## src/rtl/adder_pkg.sv

```systemverilog
// Shared types and default constants for the adder operand loader.
package adder_pkg;

   localparam int unsigned DEF_DATA_BIT = 64;
   localparam int unsigned DEF_WAIT_MAX = 255;

   typedef enum logic [1:0] {
      LOAD_A = 2'd0,
      LOAD_B = 2'd1,
      ISSUE  = 2'd2,
      WAIT   = 2'd3
   } state_e;

endpackage

```

## src/rtl/adder_operand_loader_if.sv

```systemverilog
// Byte-stream input, adder handshake and status bundle for the operand loader.
interface adder_operand_loader_if #(
   parameter int unsigned DATA_BIT = adder_pkg::DEF_DATA_BIT
);
   logic [7:0]          in_data;
   logic                in_valid;
   logic                in_ready;
   logic                in_last;
   logic                enable;
   logic [DATA_BIT-1:0] summand;
   logic [DATA_BIT-1:0] addend;
   logic                adder_valid;
   logic                busy;
   logic                frame_error;
   logic                timeout_error;

   // Environment side: feeds bytes and answers as the adder.
   modport master (
      output in_data, in_valid, in_last, adder_valid,
      input  in_ready, enable, summand, addend, busy, frame_error, timeout_error
   );

   // Loader side.
   modport slave (
      input  in_data, in_valid, in_last, adder_valid,
      output in_ready, enable, summand, addend, busy, frame_error, timeout_error
   );
endinterface

```

## src/rtl/adder_operand_loader.sv

```systemverilog
// Assembles two little-endian operands from a byte frame, strobes the adder
// and waits (bounded) for its result-valid.
module adder_operand_loader
   import adder_pkg::*;
#(
   parameter int unsigned DATA_BIT = DEF_DATA_BIT,
   parameter int unsigned WAIT_MAX = DEF_WAIT_MAX
) (
   input logic                   clk,
   input logic                   reset,
   adder_operand_loader_if.slave bus
);

   localparam int unsigned BYTES  = DATA_BIT / 8;
   localparam int unsigned CNT_W  = $clog2(BYTES);
   localparam int unsigned WAIT_W = $clog2(WAIT_MAX + 1);
   localparam logic [CNT_W-1:0]  LAST_BYTE = CNT_W'(BYTES - 1);
   localparam logic [WAIT_W-1:0] LAST_WAIT = WAIT_W'(WAIT_MAX - 1);

   state_e              state_q, state_d;
   logic [CNT_W-1:0]    cnt_q, cnt_d;
   logic [WAIT_W-1:0]   wait_q, wait_d;
   logic [DATA_BIT-1:0] shadow_a_q, shadow_a_d;
   logic [DATA_BIT-1:0] shadow_b_q, shadow_b_d;
   logic [DATA_BIT-1:0] summand_q, summand_d;
   logic [DATA_BIT-1:0] addend_q, addend_d;
   logic                enable_q, enable_d;
   logic                frame_err_q, frame_err_d;
   logic                timeout_q, timeout_d;
   logic                busy_q, busy_d;
   logic                in_ready_q, in_ready_d;
   logic                accept;

   // Next-state, byte assembly and pulse generation.
   always_comb begin
      state_d     = state_q;
      cnt_d       = cnt_q;
      wait_d      = wait_q;
      shadow_a_d  = shadow_a_q;
      shadow_b_d  = shadow_b_q;
      summand_d   = summand_q;
      addend_d    = addend_q;
      enable_d    = 1'b0;
      frame_err_d = 1'b0;
      timeout_d   = 1'b0;
      accept      = in_ready_q & bus.in_valid;

      unique case (state_q)
         LOAD_A: begin
            if (accept) begin
               shadow_a_d[{cnt_q, 3'b000} +: 8] = bus.in_data;
               if (bus.in_last) begin
                  frame_err_d = 1'b1;
                  cnt_d       = '0;
               end else if (cnt_q == LAST_BYTE) begin
                  state_d = LOAD_B;
                  cnt_d   = '0;
               end else begin
                  cnt_d = cnt_q + CNT_W'(1);
               end
            end
         end
         LOAD_B: begin
            if (accept) begin
               shadow_b_d[{cnt_q, 3'b000} +: 8] = bus.in_data;
               if (cnt_q == LAST_BYTE) begin
                  cnt_d = '0;
                  // Only a properly terminated frame reaches the outputs.
                  if (bus.in_last) begin
                     state_d   = ISSUE;
                     enable_d  = 1'b1;
                     summand_d = shadow_a_q;
                     addend_d  = shadow_b_d;
                  end else begin
                     state_d     = LOAD_A;
                     frame_err_d = 1'b1;
                  end
               end else if (bus.in_last) begin
                  state_d     = LOAD_A;
                  cnt_d       = '0;
                  frame_err_d = 1'b1;
               end else begin
                  cnt_d = cnt_q + CNT_W'(1);
               end
            end
         end
         ISSUE: begin
            state_d = WAIT;
            wait_d  = '0;
         end
         WAIT: begin
            // A late result-valid wins over the timeout in the final cycle.
            if (bus.adder_valid) begin
               state_d = LOAD_A;
            end else if (wait_q == LAST_WAIT) begin
               state_d   = LOAD_A;
               timeout_d = 1'b1;
            end else begin
               wait_d = wait_q + WAIT_W'(1);
            end
         end
      endcase

      in_ready_d = (state_d == LOAD_A) || (state_d == LOAD_B);
      busy_d     = !((state_d == LOAD_A) && (cnt_d == '0));
   end

   always_ff @(posedge clk or posedge reset) begin
      if (reset) begin
         state_q     <= LOAD_A;
         cnt_q       <= '0;
         wait_q      <= '0;
         shadow_a_q  <= '0;
         shadow_b_q  <= '0;
         summand_q   <= '0;
         addend_q    <= '0;
         enable_q    <= 1'b0;
         frame_err_q <= 1'b0;
         timeout_q   <= 1'b0;
         busy_q      <= 1'b0;
         in_ready_q  <= 1'b1;
      end else begin
         state_q     <= state_d;
         cnt_q       <= cnt_d;
         wait_q      <= wait_d;
         shadow_a_q  <= shadow_a_d;
         shadow_b_q  <= shadow_b_d;
         summand_q   <= summand_d;
         addend_q    <= addend_d;
         enable_q    <= enable_d;
         frame_err_q <= frame_err_d;
         timeout_q   <= timeout_d;
         busy_q      <= busy_d;
         in_ready_q  <= in_ready_d;
      end
   end

   assign bus.in_ready      = in_ready_q;
   assign bus.enable        = enable_q;
   assign bus.summand       = summand_q;
   assign bus.addend        = addend_q;
   assign bus.busy          = busy_q;
   assign bus.frame_error   = frame_err_q;
   assign bus.timeout_error = timeout_q;

endmodule

```

## src/flat_wrapper.sv

```systemverilog
// flat-port wrapper written by rule: the top's interface ports become plain ports
module adder_operand_loader_flat import adder_pkg::*;
#(
   parameter int unsigned DATA_BIT = DEF_DATA_BIT,
   parameter int unsigned WAIT_MAX = DEF_WAIT_MAX
)
  (clk, reset, bus_in_data, bus_in_valid, bus_in_last, bus_adder_valid, bus_in_ready, bus_enable, bus_summand, bus_addend, bus_busy, bus_frame_error, bus_timeout_error);
  adder_operand_loader_if #(.DATA_BIT(DATA_BIT)) bus_i ();
  input logic clk;
  input logic reset;
  input wire logic [$bits(bus_i.in_data)-1:0] bus_in_data;
  input wire logic [$bits(bus_i.in_valid)-1:0] bus_in_valid;
  input wire logic [$bits(bus_i.in_last)-1:0] bus_in_last;
  input wire logic [$bits(bus_i.adder_valid)-1:0] bus_adder_valid;
  output wire logic [$bits(bus_i.in_ready)-1:0] bus_in_ready;
  output wire logic [$bits(bus_i.enable)-1:0] bus_enable;
  output wire logic [$bits(bus_i.summand)-1:0] bus_summand;
  output wire logic [$bits(bus_i.addend)-1:0] bus_addend;
  output wire logic [$bits(bus_i.busy)-1:0] bus_busy;
  output wire logic [$bits(bus_i.frame_error)-1:0] bus_frame_error;
  output wire logic [$bits(bus_i.timeout_error)-1:0] bus_timeout_error;
  assign bus_i.in_data = bus_in_data;
  assign bus_i.in_valid = bus_in_valid;
  assign bus_i.in_last = bus_in_last;
  assign bus_i.adder_valid = bus_adder_valid;
  assign bus_in_ready = bus_i.in_ready;
  assign bus_enable = bus_i.enable;
  assign bus_summand = bus_i.summand;
  assign bus_addend = bus_i.addend;
  assign bus_busy = bus_i.busy;
  assign bus_frame_error = bus_i.frame_error;
  assign bus_timeout_error = bus_i.timeout_error;
  adder_operand_loader #(.DATA_BIT(DATA_BIT), .WAIT_MAX(WAIT_MAX)) u_core (.clk(clk), .reset(reset), .bus(bus_i));
endmodule
```

## config.mk

```make
export PLATFORM = sky130hd
export DESIGN_NAME = adder_operand_loader_flat
export DESIGN_NICKNAME = d
export VERILOG_FILES = /design/src/rtl/adder_pkg.sv /design/src/rtl/adder_operand_loader_if.sv /design/src/rtl/adder_operand_loader.sv /design/src/flat_wrapper.sv
export SDC_FILE = /design/constraint.sdc
export NUM_CORES = 1
export LEC_CHECK = 0
export ABC_AREA = 1
export BUFFER_PORTS_ARGS = -buffer_cell sky130_fd_sc_hd__buf_2
export CAP_MARGIN = 20
export CORE_UTILIZATION = 58
export CTS_CLUSTER_DIAMETER = 120
export DETAILED_ROUTE_END_ITERATION = 16
export PLACE_DENSITY = 0.88
export SETUP_SLACK_MARGIN = 0.5
export SLEW_MARGIN = 10
export SYNTH_ARGS = -nofsm -noshare
export SYNTH_HDL_FRONTEND = slang
export SYNTH_SLANG_ARGS = --single-unit
export TNS_END_PERCENT = 1
```

## constraint.sdc

```tcl
create_clock -name clk -period 11 [get_ports clk]
set_input_delay 2.2 -clock clk [delete_from_list [all_inputs] [get_ports clk]]
set_output_delay 2.2 -clock clk [all_outputs]
set_load 0.05 [all_outputs]
```

==> results.json <==
{
  "drt-wirelength-per-cell_um": 16.12,
  "cts.sinks": 274,
  "synth.avg_cell_area_um2": 8.436,
  "critPathCaptureType": "async pin",
  "hold_buffers": 0,
  "synthDominantCellAreaShare": 0.6034,
  "clock_latency_ps": 540,
  "vias": 9538,
  "synthesis.area_um2": 11320,
  "synth_edf_count": 0,
  "slew_headroom": 0.3566,
  "leakage_nw": 7.447,
  "slew_violations": 0,
  "drive_above_1_share": 0.1486,
  "drt-pass1-iter-count": 5,
  "synth_cell_type_count": 26,
  "post-route-drc-count": 0,
  "yosys.area.top_type": "dfrtp_1",
  "htreeDepth": 1,
  "start_kind": "input port",
  "synthCells": 1342,
  "ant_nets": 0,
  "grt_antenna_before_repair": 0,
  "yosysWarnings": 0,
  "clockBufferDepth": 3,
  "setup_violations": 0,
  "vias_per_cell": 5.460,
  "worst-setup-path-type": "in2async",
  "period_share": 0.3703,
  "fin_skew_ps": 15.33,
  "grt_pass1_wl_mm": 45.31,
  "ys_seq_elements": 274,
  "drt_iter0_drc": 967,
  "ys_seq_area_frac": 0.6058,
  "yosys-top-cells-area": "dfrtp_1 (60%), nand2_1 (23%), o21ai_0 (3.2%)",
  "grt_use_total": 0.2860,
  "ys_top_cells_by_count": "nand2_1 (696), dfrtp_1 (273), o21ai_0 (72), inv_1 (57), o21ai_1 (53)",
  "row_count": 50,
  "syn_nets": 1362,
  "areaGrowthSynthToFinish_pct": 15.77,
  "start_util": 0.5992,
  "gp_congestion": 0.8565,
  "tritoncts": "yes",
  "fin_nets": 1487,
  "die_h_um": 141.7,
  "postCtsResizedCells": 0,
  "timing.fmax_mhz": 245.5,
  "drt_wl_total_mm": 28.16,
  "ir_drop_mv": 0.1410,
  "ff2ff_setup_slack_ps": 7680,
  "place_inst": 1697,
  "dieArea_um2": 20080,
  "hold_violations": 0,
  "hpwl_mm": 17.71,
  "post_cts_buffers": 0,
  "crit_arrival_ps": 4650,
  "grt_max_degree": 143,
  "tns_ps": 0,
  "n_antenna_cell": 0,
  "coreArea_um2": 18890,
  "grt_pass1_vias": 8941,
  "cts.clk_slew.worst_paths_ps": 60,
  "max_slew.worst_pin.slew_ps": 965.2,
  "io_buffers": 145,
  "drv_cap": 0,
  "async_flop_share": 1.000,
  "hp-class": "reg2reg",
  "crit_fanout": 142,
  "required_ps": 11580,
  "instances_no_fill": 1747,
  "numCtsBuffers": 27,
  "die_w_um": 141.7,
  "fillers": 1424,
  "io-pin-count": 146,
  "ctsRootBufferMaster": "clkbuf_16",
  "final.min_clock_period_ps": 4074,
  "rsz0062_at_grt": "false",
  "status": "complete, no violations",
  "powerDensity_nw_per_um2": 241.8,
  "grt_overflow_total": 0,
  "ys.flop_type": "dfrtp_1",
  "synth.most_common_cell": "nand2_1"
}
==> where the power goes <==
part,leakage (nW),switching [mW],internal [mW]
combinational,3.30,0.636,0.234
clock,0.446,0.379,0.543
sequential,3.70,0.140,1.24
==> path summary, 6_finish.rpt <==
kind	from	endpoint	depth (start not counted)
hold / removal	u_core.shadow_a_q[16]	u_core.bus.summand[16]	2
hold reg to reg	u_core.shadow_a_q[16]	u_core.bus.summand[16]	2
max in group clk	bus_in_valid	u_core.shadow_a_q[41]	7
setup / recovery	reset	u_core.shadow_b_q[36]	4
setup reg to reg	u_core.cnt_q[0]	u_core.shadow_a_q[41]	8
min in group asynchronous	reset	u_core.bus.summand[43]	2
==> sequential cells by signal, summed over array words and instances, names as in the netlist <==
signal / flops
u_core.wait_q: 8
u_core.bus.in_ready: 1
u_core.shadow_a_q: 64
u_core.bus.addend: 64
u_core.state_q: 2
u_core.bus.busy: 1
u_core.bus.timeout_error: 1
u_core.bus.summand: 64
u_core.bus.enable: 1
u_core.cnt_q: 3
u_core.bus.frame_error: 1
u_core.shadow_b_q: 64
==> kinds of logic (layout without fill, tap and decap cells) <==
kind of cell / count (synthesis) / after routing / share of synthesized area
buffers and inverters: 123 / 268 / 0.04465
XOR/XNOR: 4 / 4 / 0.003094
flip-flops: 274 / 274 / 0.6058
AO/OA/AOI/OAI: 139 / 139 / 0.06322
adder cells (fa/ha/maj): 7 / 7 / 0.007736
AND/OR/NAND/NOR: 795 / 795 / 0.2755
==> layout by cell type, fill, tap and decap left out, types with 4 or more instances in the layout <==
master	count
nor3_1	5
clkbuf_8	10
ha_1	7
inv_2	9
buf_2	145
a21oi_1	5
dfrtp_1	273
buf_4	6
nor2_1	39
a31oi_1	4
o21ai_1	53
nor2_4	4
nand3_1	40
o21a_1	4
clkbuf_1	5
xor2_1	4
inv_1	56
o21ai_0	72
clkbuf_16	27
nand2_1	696
==> cell type report <==
| type | count | area [um2] | share of cell area |
|---|---|---|---|
| Tap cell | 260 | 325.3 | 0.02482 |
| Sequential cell | 274 | 6858 | 0.5232 |
| Multi-Input combinational cell | 945 | 3969 | 0.3028 |
| Timing Repair Buffer | 152 | 790.8 | 0.06033 |
| Clock buffer | 42 | 832.0 | 0.06348 |
| Clock inverter | 7 | 70.07 | 0.005346 |
| Inverter | 67 | 261.5 | 0.01995 |
==> critical path: stages <==
cell and delay (ps):
buf_2 130, inv_8 600, buf_4 820, buf_4 740
==> stage by stage <==
step / hold slack, ps / setup slack, ps / utilization / total power, mW / instance area (um2)
global route: 483.8 / 6446 / 0.6937 / 3.329 / 13110
detailed placement: 453.9 / 6252 / 0.6449 / 2.222 / 12180
floorplan: 442.2 / 1250 / - / 2.002 / 11320
CTS: 461.2 / 6806 / 0.6926 / 3.155 / 13090
global placement: 449.9 / 6281 / 0.6449 / 2.174 / 12180
finish: 463.0 / 6926 / 0.6937 / 3.170 / 13110
==> layer usage <==
layer,track usage,share of wire
met4,0.1211,0.038
met3,0.03375,0.072
met2,0.4662,0.48
met5,0,0
met1,0.3923,0.41
Power figures use the tool's default switching activity.
